===== config.mk =====
export PLATFORM = sky130hd
export DESIGN_NAME = reflet_spi_master
export DESIGN_NICKNAME = d
export VERILOG_FILES = /design/src/rtl/reflet_spi_pkg.sv /design/src/rtl/reflet_spi_shifter.sv /design/src/rtl/reflet_spi_master.sv
export SDC_FILE = /design/constraint.sdc
export NUM_CORES = 1
export LEC_CHECK = 0
export ABC_AREA = 1
export CAP_MARGIN = 5
export CORE_UTILIZATION = 60
export DETAILED_ROUTE_END_ITERATION = 6
export PLACE_DENSITY = 0.85
export REMOVE_ABC_BUFFERS = 1
export SLEW_MARGIN = 10
export SYNTH_ARGS = -nofsm -noshare
export SYNTH_HDL_FRONTEND = slang
export SYNTH_SLANG_ARGS = --single-unit

===== constraint.sdc =====
create_clock -name clk -period 3.77 [get_ports clk]
set_input_delay 0.754 -clock clk [delete_from_list [all_inputs] [get_ports clk]]
set_output_delay 0.754 -clock clk [all_outputs]
set_load 0.05 [all_outputs]

===== src/rtl/reflet_spi_pkg.sv =====
// rtl/reflet_spi_pkg.sv - shared constants and FSM state type for the SPI master
package reflet_spi_pkg;

    localparam logic [1:0] SPI_DATA = 2'd0;
    localparam logic [1:0] SPI_CTRL = 2'd1;
    localparam logic [1:0] SPI_DIV  = 2'd2;

    localparam int BUSY = 0;
    localparam int DONE = 1;
    localparam int OVR  = 2;
    localparam int CS   = 3;
    localparam int IE   = 4;

    typedef enum logic [1:0] {
        IDLE  = 2'd0,
        LEAD  = 2'd1,
        TRAIL = 2'd2
    } spi_state_t;

endpackage


===== src/rtl/reflet_spi_shifter.sv =====
// rtl/reflet_spi_shifter.sv - mode 0 SPI bit engine: FSM, clock divider, shift registers, miso sync
module reflet_spi_shifter
    import reflet_spi_pkg::*;
(
    input  logic       clk,
    input  logic       reset,
    input  logic       start,
    input  logic [7:0] tx_byte,
    input  logic [7:0] clkdiv,
    input  logic       miso,
    output logic       sclk,
    output logic       mosi,
    output logic       busy,
    output logic       done_set,
    output logic [7:0] rx_data
);

    spi_state_t state, state_next;
    logic [7:0] shift;
    logic [7:0] rx_shift;
    logic [7:0] divcnt;
    logic [2:0] bitcnt;
    logic       miso_s1, miso_s2;
    logic       div_hit;

    assign div_hit = (divcnt == clkdiv);
    // The last bit is never shifted out, so shift[7] keeps driving it once idle.
    assign mosi = shift[7];

    always_ff @(posedge clk or posedge reset) begin
        if (reset) begin
            state <= IDLE;
        end else begin
            state <= state_next;
        end
    end

    always_comb begin
        state_next = state;
        unique case (state)
            IDLE:    if (start) state_next = LEAD;
            LEAD:    if (div_hit) state_next = TRAIL;
            TRAIL:   if (div_hit) state_next = (bitcnt == 3'd7) ? IDLE : LEAD;
            default: state_next = IDLE;
        endcase
    end

    always_comb begin
        sclk     = (state == TRAIL);
        busy     = (state != IDLE);
        done_set = (state == TRAIL) && div_hit && (bitcnt == 3'd7);
    end

    always_ff @(posedge clk or posedge reset) begin
        if (reset) begin
            shift    <= '0;
            rx_shift <= '0;
            rx_data  <= '0;
            divcnt   <= '0;
            bitcnt   <= '0;
            miso_s1  <= 1'b0;
            miso_s2  <= 1'b0;
        end else begin
            miso_s1 <= miso;
            miso_s2 <= miso_s1;
            unique case (state)
                IDLE: begin
                    if (start) begin
                        shift  <= tx_byte;
                        bitcnt <= '0;
                        divcnt <= '0;
                    end
                end
                LEAD: begin
                    if (div_hit) begin
                        divcnt   <= '0;
                        rx_shift <= {rx_shift[6:0], miso_s2};
                    end else begin
                        divcnt <= divcnt + 8'd1;
                    end
                end
                TRAIL: begin
                    if (div_hit) begin
                        divcnt <= '0;
                        if (bitcnt == 3'd7) begin
                            rx_data <= rx_shift;
                        end else begin
                            shift  <= {shift[6:0], 1'b0};
                            bitcnt <= bitcnt + 3'd1;
                        end
                    end else begin
                        divcnt <= divcnt + 8'd1;
                    end
                end
                default: ;
            endcase
        end
    end

endmodule


===== src/rtl/reflet_spi_master.sv =====
// rtl/reflet_spi_master.sv - memory-mapped SPI master: decode, registers, read mux
// Optional irq output and CTRL.ie bit are enabled by defining REFLET_SPI_INTERRUPT_EN.
module reflet_spi_master
    import reflet_spi_pkg::*;
#(
    parameter int wordsize       = 8,
    parameter int base_addr_size = 8,
    parameter logic [base_addr_size-1:0] base_addr = '0
) (
    input  logic                      clk,
    input  logic                      reset,
    input  logic                      enable,
    input  logic [base_addr_size-1:0] addr,
    input  logic [wordsize-1:0]       data_in,
    output logic [wordsize-1:0]       data_out,
    input  logic                      write_en,
    output logic                      sclk,
    output logic                      mosi,
    input  logic                      miso,
    output logic                      cs_n
`ifdef REFLET_SPI_INTERRUPT_EN
    ,
    output logic                      irq
`endif
);

    logic       sel, wr;
    logic [1:0] offset;
    logic       busy, done_set;
    logic [7:0] rx_data;
    logic [7:0] clkdiv;
    logic       done, ovr, cs, ie;
    logic       data_wr, ctrl_wr;
    logic [7:0] status;

    assign sel     = enable && (addr[base_addr_size-1:2] == base_addr[base_addr_size-1:2]);
    assign offset  = addr[1:0];
    assign wr      = sel && write_en;
    assign data_wr = wr && (offset == SPI_DATA);
    assign ctrl_wr = wr && (offset == SPI_CTRL);
    assign cs_n    = ~cs;

    reflet_spi_shifter u_shifter (
        .clk      (clk),
        .reset    (reset),
        .start    (data_wr && !busy),
        .tx_byte  (data_in[7:0]),
        .clkdiv   (clkdiv),
        .miso     (miso),
        .sclk     (sclk),
        .mosi     (mosi),
        .busy     (busy),
        .done_set (done_set),
        .rx_data  (rx_data)
    );

    // A completing transfer takes priority over a simultaneous write-1-clear of done.
    always_ff @(posedge clk or posedge reset) begin
        if (reset) begin
            done   <= 1'b0;
            ovr    <= 1'b0;
            cs     <= 1'b0;
            clkdiv <= '0;
        end else begin
            if (done_set) begin
                done <= 1'b1;
            end else if (ctrl_wr && data_in[DONE]) begin
                done <= 1'b0;
            end
            if (data_wr && busy) begin
                ovr <= 1'b1;
            end else if (ctrl_wr && data_in[OVR]) begin
                ovr <= 1'b0;
            end
            if (ctrl_wr) begin
                cs <= data_in[CS];
            end
            if (wr && (offset == SPI_DIV)) begin
                clkdiv <= data_in[7:0];
            end
        end
    end

`ifdef REFLET_SPI_INTERRUPT_EN
    always_ff @(posedge clk or posedge reset) begin
        if (reset) begin
            ie <= 1'b0;
        end else if (ctrl_wr) begin
            ie <= data_in[IE];
        end
    end
    assign irq = done & ie;
`else
    assign ie = 1'b0;
`endif

    always_comb begin
        status       = '0;
        status[BUSY] = busy;
        status[DONE] = done;
        status[OVR]  = ovr;
        status[CS]   = cs;
        status[IE]   = ie;
        data_out     = '0;
        if (sel) begin
            unique case (offset)
                SPI_DATA: data_out[7:0] = rx_data;
                SPI_CTRL: data_out[7:0] = status;
                SPI_DIV:  data_out[7:0] = clkdiv;
                default:  data_out      = '0;
            endcase
        end
    end

endmodule


==> run summary <==
DETAILED ROUTING
----------------------------------------------------------------------------------------------------
Starting DRC count in detailed routing ................................................          168
Remaining number of nets flagged by the antenna check after routing ...................            0
Vias per inst .........................................................................         5.21
Count of unresolved DRC violations after routing ......................................            0
Wire length per cell after detailed routing ...........................................      12.4 um
Detailed-router iteration count before antenna repair .................................            5
Vias after detailed routing ...........................................................         2220
Routed wire length ....................................................................      5280 um

PLACE
----------------------------------------------------------------------------------------------------
IO buf count ..........................................................................           31
Instance area at placement ............................................................    3020 um^2
Final HPWL from detailed placement ....................................................      3910 um
Final weighted congestion in routability-driven placement .............................        0.838
DP Cell Count .........................................................................          418

FINAL LAYOUT
----------------------------------------------------------------------------------------------------
Nets ..................................................................................          401
Most common library cell in the layout ignoring fill and taps ......................... sky130_fd_sc_hd__nand2_1
Area growth syn-to-layout .............................................................        15.1%
Cell Count, Final, Fillers Out ........................................................          426
Layout cells sized above 1 ............................................................        7.49%
Most frequent cells in the layout ..................................................... sky130_fd_sc_hd__nand2_1 (124), sky130_fd_sc_hd__dfrtp_1 (50), sky130_fd_sc_hd__inv_1 (40)
Post-route standard cell area excluding fillers .......................................    3110 um^2
Number of fill cells ..................................................................          336
Number of antenna diodes ..............................................................            0

GRT
----------------------------------------------------------------------------------------------------
Vias in the first global route ........................................................         2152
Global-route wire length before repair ................................................      9530 um
Total Routing Usage GR ................................................................        24.8%
Initial antenna violation count .......................................................            0
Global route overflow .................................................................            0
Pin count of the biggest net entering global routing ..................................           51

CLOCK NETWORK
----------------------------------------------------------------------------------------------------
Buffer depth of the longest clock path ................................................            2
H-Tree Level Count ....................................................................            2
TritonCTS buffer count ................................................................            5
Total number of clock tree sinks ......................................................           50
Root buffer selected by CTS ........................................................... sky130_fd_sc_hd__clkbuf_8
Setup bufs post-CTS ...................................................................            0
Hold-fix buffers, CTS .................................................................            0
Cts repair resizes ....................................................................            0
TritonCTS clock tree ..................................................................        built
Clock latency on the worst-skew pair ..................................................      0.31 ns
Clock-pin slew reported for the worst setup and hold paths after clock tree synthesis .      0.09 ns

TIMING
----------------------------------------------------------------------------------------------------
Final hold slack ......................................................................     0.358 ns
Unrepaired setup endpoints after global routing .......................................        false
Count of final hold-check violations ..................................................            0
Max Transition Viols Final ............................................................            0
Final clock period utilization by the worst path ......................................        91.6%
Final min period ......................................................................      3.45 ns
Max_slew headroom .....................................................................        32.7%
Maximum clock frequency ...............................................................      290 MHz
Setup violations, final ...............................................................            0
Slew @ Worst Pin ......................................................................      1.01 ns
Maximum clock skew at final layout ....................................................   0.00729 ns
Setup Total Neg Slack .................................................................         0 ns

WORST SETUP PATH
----------------------------------------------------------------------------------------------------
Crit path arrival time ................................................................      2.70 ns
Maximum fanout encountered on the critical timing path ................................            5
Worst Setup Path Type ................................................................. primary input to output port
Kind of capture point of the worst setup path .........................................  output port
Crit start category ................................................................... primary input
Data required, critical path ..........................................................      3.02 ns

SYNTH
----------------------------------------------------------------------------------------------------
Total number of yosys warnings ........................................................            0
Count of state elements after synthesis ...............................................           50
Number of unique standard cell types used by synthesis ................................           28
Synthesized area per cell .............................................................    7.83 um^2
Cell Area, Synth ......................................................................    2700 um^2
Gate count of the mapped netlist ......................................................          345
Top post-synthesis cells by area ...................................................... sky130_fd_sc_hd__dfrtp_1 (46%), sky130_fd_sc_hd__nand2_1 (17%), sky130_fd_sc_hd__inv_1 (5.7%)
Sequential fraction of the synthesis area .............................................        46.3%
Largest area contributor in the netlist ............................................... sky130_fd_sc_hd__dfrtp_1
Top-area cell type share of the netlist area ..........................................        46.3%

POWER AND IR DROP
----------------------------------------------------------------------------------------------------
VDD IR-drop max .......................................................................       535 uV
Total power draw ......................................................................      1.71 mW
Static power due to leakage ...........................................................      1.52 nW
Power density over cell area ..........................................................  550 nW/um^2

RUN
----------------------------------------------------------------------------------------------------
Max-cap violations ....................................................................            0

DIE
----------------------------------------------------------------------------------------------------
IO Pins ...............................................................................           32
Number of rows in the core area .......................................................           24
Starting utilization of the core area .................................................        62.0%
Area of the core region ...............................................................    4350 um^2
Height of the die .....................................................................      69.1 um
Overall die area ......................................................................    4770 um^2
Horiz. Die Dim ........................................................................      69.1 um

OUTCOME
----------------------------------------------------------------------------------------------------
Status ................................................................................ complete, no violations

MIN PATH
----------------------------------------------------------------------------------------------------
Hold WC Path Type ..................................................................... flip-flop to flip-flop

cell usage after synthesis:
master and count:
sky130_fd_sc_hd__o21ai_1 27, sky130_fd_sc_hd__nand3_1 28, sky130_fd_sc_hd__nand3_2 1, sky130_fd_sc_hd__nand2_1 124, sky130_fd_sc_hd__o21ai_0 9, sky130_fd_sc_hd__o21ai_2 3
sky130_fd_sc_hd__buf_4 2, sky130_fd_sc_hd__dfrtp_1 50, sky130_fd_sc_hd__a21oi_1 4, sky130_fd_sc_hd__o21ai_4 1, sky130_fd_sc_hd__nand2_4 1, sky130_fd_sc_hd__nor2_4 3
sky130_fd_sc_hd__nor2_2 1, sky130_fd_sc_hd__buf_6 2, sky130_fd_sc_hd__buf_2 4, sky130_fd_sc_hd__xnor2_2 1, sky130_fd_sc_hd__nand4_4 1, sky130_fd_sc_hd__xor2_1 5
sky130_fd_sc_hd__nor2_1 14, sky130_fd_sc_hd__nand2_2 1, sky130_fd_sc_hd__inv_2 4, sky130_fd_sc_hd__nor2_8 1, sky130_fd_sc_hd__inv_1 41, sky130_fd_sc_hd__clkbuf_1 3
sky130_fd_sc_hd__nor3_1 1, sky130_fd_sc_hd__xnor2_1 4, sky130_fd_sc_hd__ha_1 7, sky130_fd_sc_hd__o211ai_1 2
layer usage:
layer  part of all wire [%]  track usage (%)
met1                     47             34.1
met4                    2.7             10.2
met5                      0                0
met3                    5.1             5.41
met2                     45             38.5
cell families (layout without fill, tap and decap cells):
kind of cell | after synthesis | count (layout) | synth area share [%]
simple gates | 176 | 176 | 28.6
buf+inv | 56 | 85 | 8.80
flops | 50 | 50 | 46.3
compound gates | 46 | 46 | 9.54
xor+xnor | 10 | 10 | 3.52
fa+ha+maj | 7 | 7 | 3.24
cell type report:
cell class	instances	area [um^2]	share of cell area [%]
well taps	52	65.1	2.09
multi-input cells	239	1210	39.0
clock inverters	2	12.5	0.402
flip-flops and latches	50	1250	40.2
inverters	45	169	5.43
repair buffers	32	318	10.2
clock buffers	6	82.6	2.65
worst max-delay path, cell delays in order:
cell and delay [ns]:
sky130_fd_sc_hd__clkdlybuf4s50_1 0.50, sky130_fd_sc_hd__inv_1 0.06, sky130_fd_sc_hd__nor2_1 0.24, sky130_fd_sc_hd__nand2_1 0.10, sky130_fd_sc_hd__o211ai_1 0.09, sky130_fd_sc_hd__nand2_1 0.07
sky130_fd_sc_hd__inv_1 0.06, sky130_fd_sc_hd__clkdlybuf4s50_1 0.81
through the flow:
step	setup WS [ns]	util [%]
2_1_floorplan	1.06	-
3_3_place_gp	0.380	69.3
3_5_place_dp	0.328	69.3
4_1_cts	0.330	71.4
5_1_grt	0.230	71.4
6_report	0.317	71.4
report_power, final:
| part | switching [mW] | internal [mW] |
|---|---|---|
| sequential | 0.0618 | 0.638 |
| clock | 0.183 | 0.148 |
| combinational | 0.472 | 0.207 |
| total | 0.717 | 0.994 |
worst paths after layout:
path / from / to / slack (ns) / cells past startpoint
worst min register to register: u_shifter.miso_s1 / u_shifter.miso_s2 / 0.36 / 0
min in group asynchronous: reset / u_shifter.miso_s1 / 1.00 / 2
worst max register to register: u_shifter.state[0] / u_shifter.shift[0] / 1.60 / 10
worst min-delay path: u_shifter.miso_s1 / u_shifter.miso_s2 / 0.36 / 0
worst max-delay path: addr[0] / data_out[1] / 0.32 / 8
max in group asynchronous: reset / u_shifter.state[1] / 2.15 / 2
registers in the layout, indices dropped and copies added (netlist names):
register / count
clkdiv: 8
u_shifter.divcnt: 8
u_shifter.rx_data: 8
u_shifter.rx_shift: 8
u_shifter.shift: 8
u_shifter.bitcnt: 3
u_shifter.state: 2
cs: 1
done: 1
ovr: 1
u_shifter.miso_s1: 1
u_shifter.miso_s2: 1
Power figures use the tool's default switching activity.
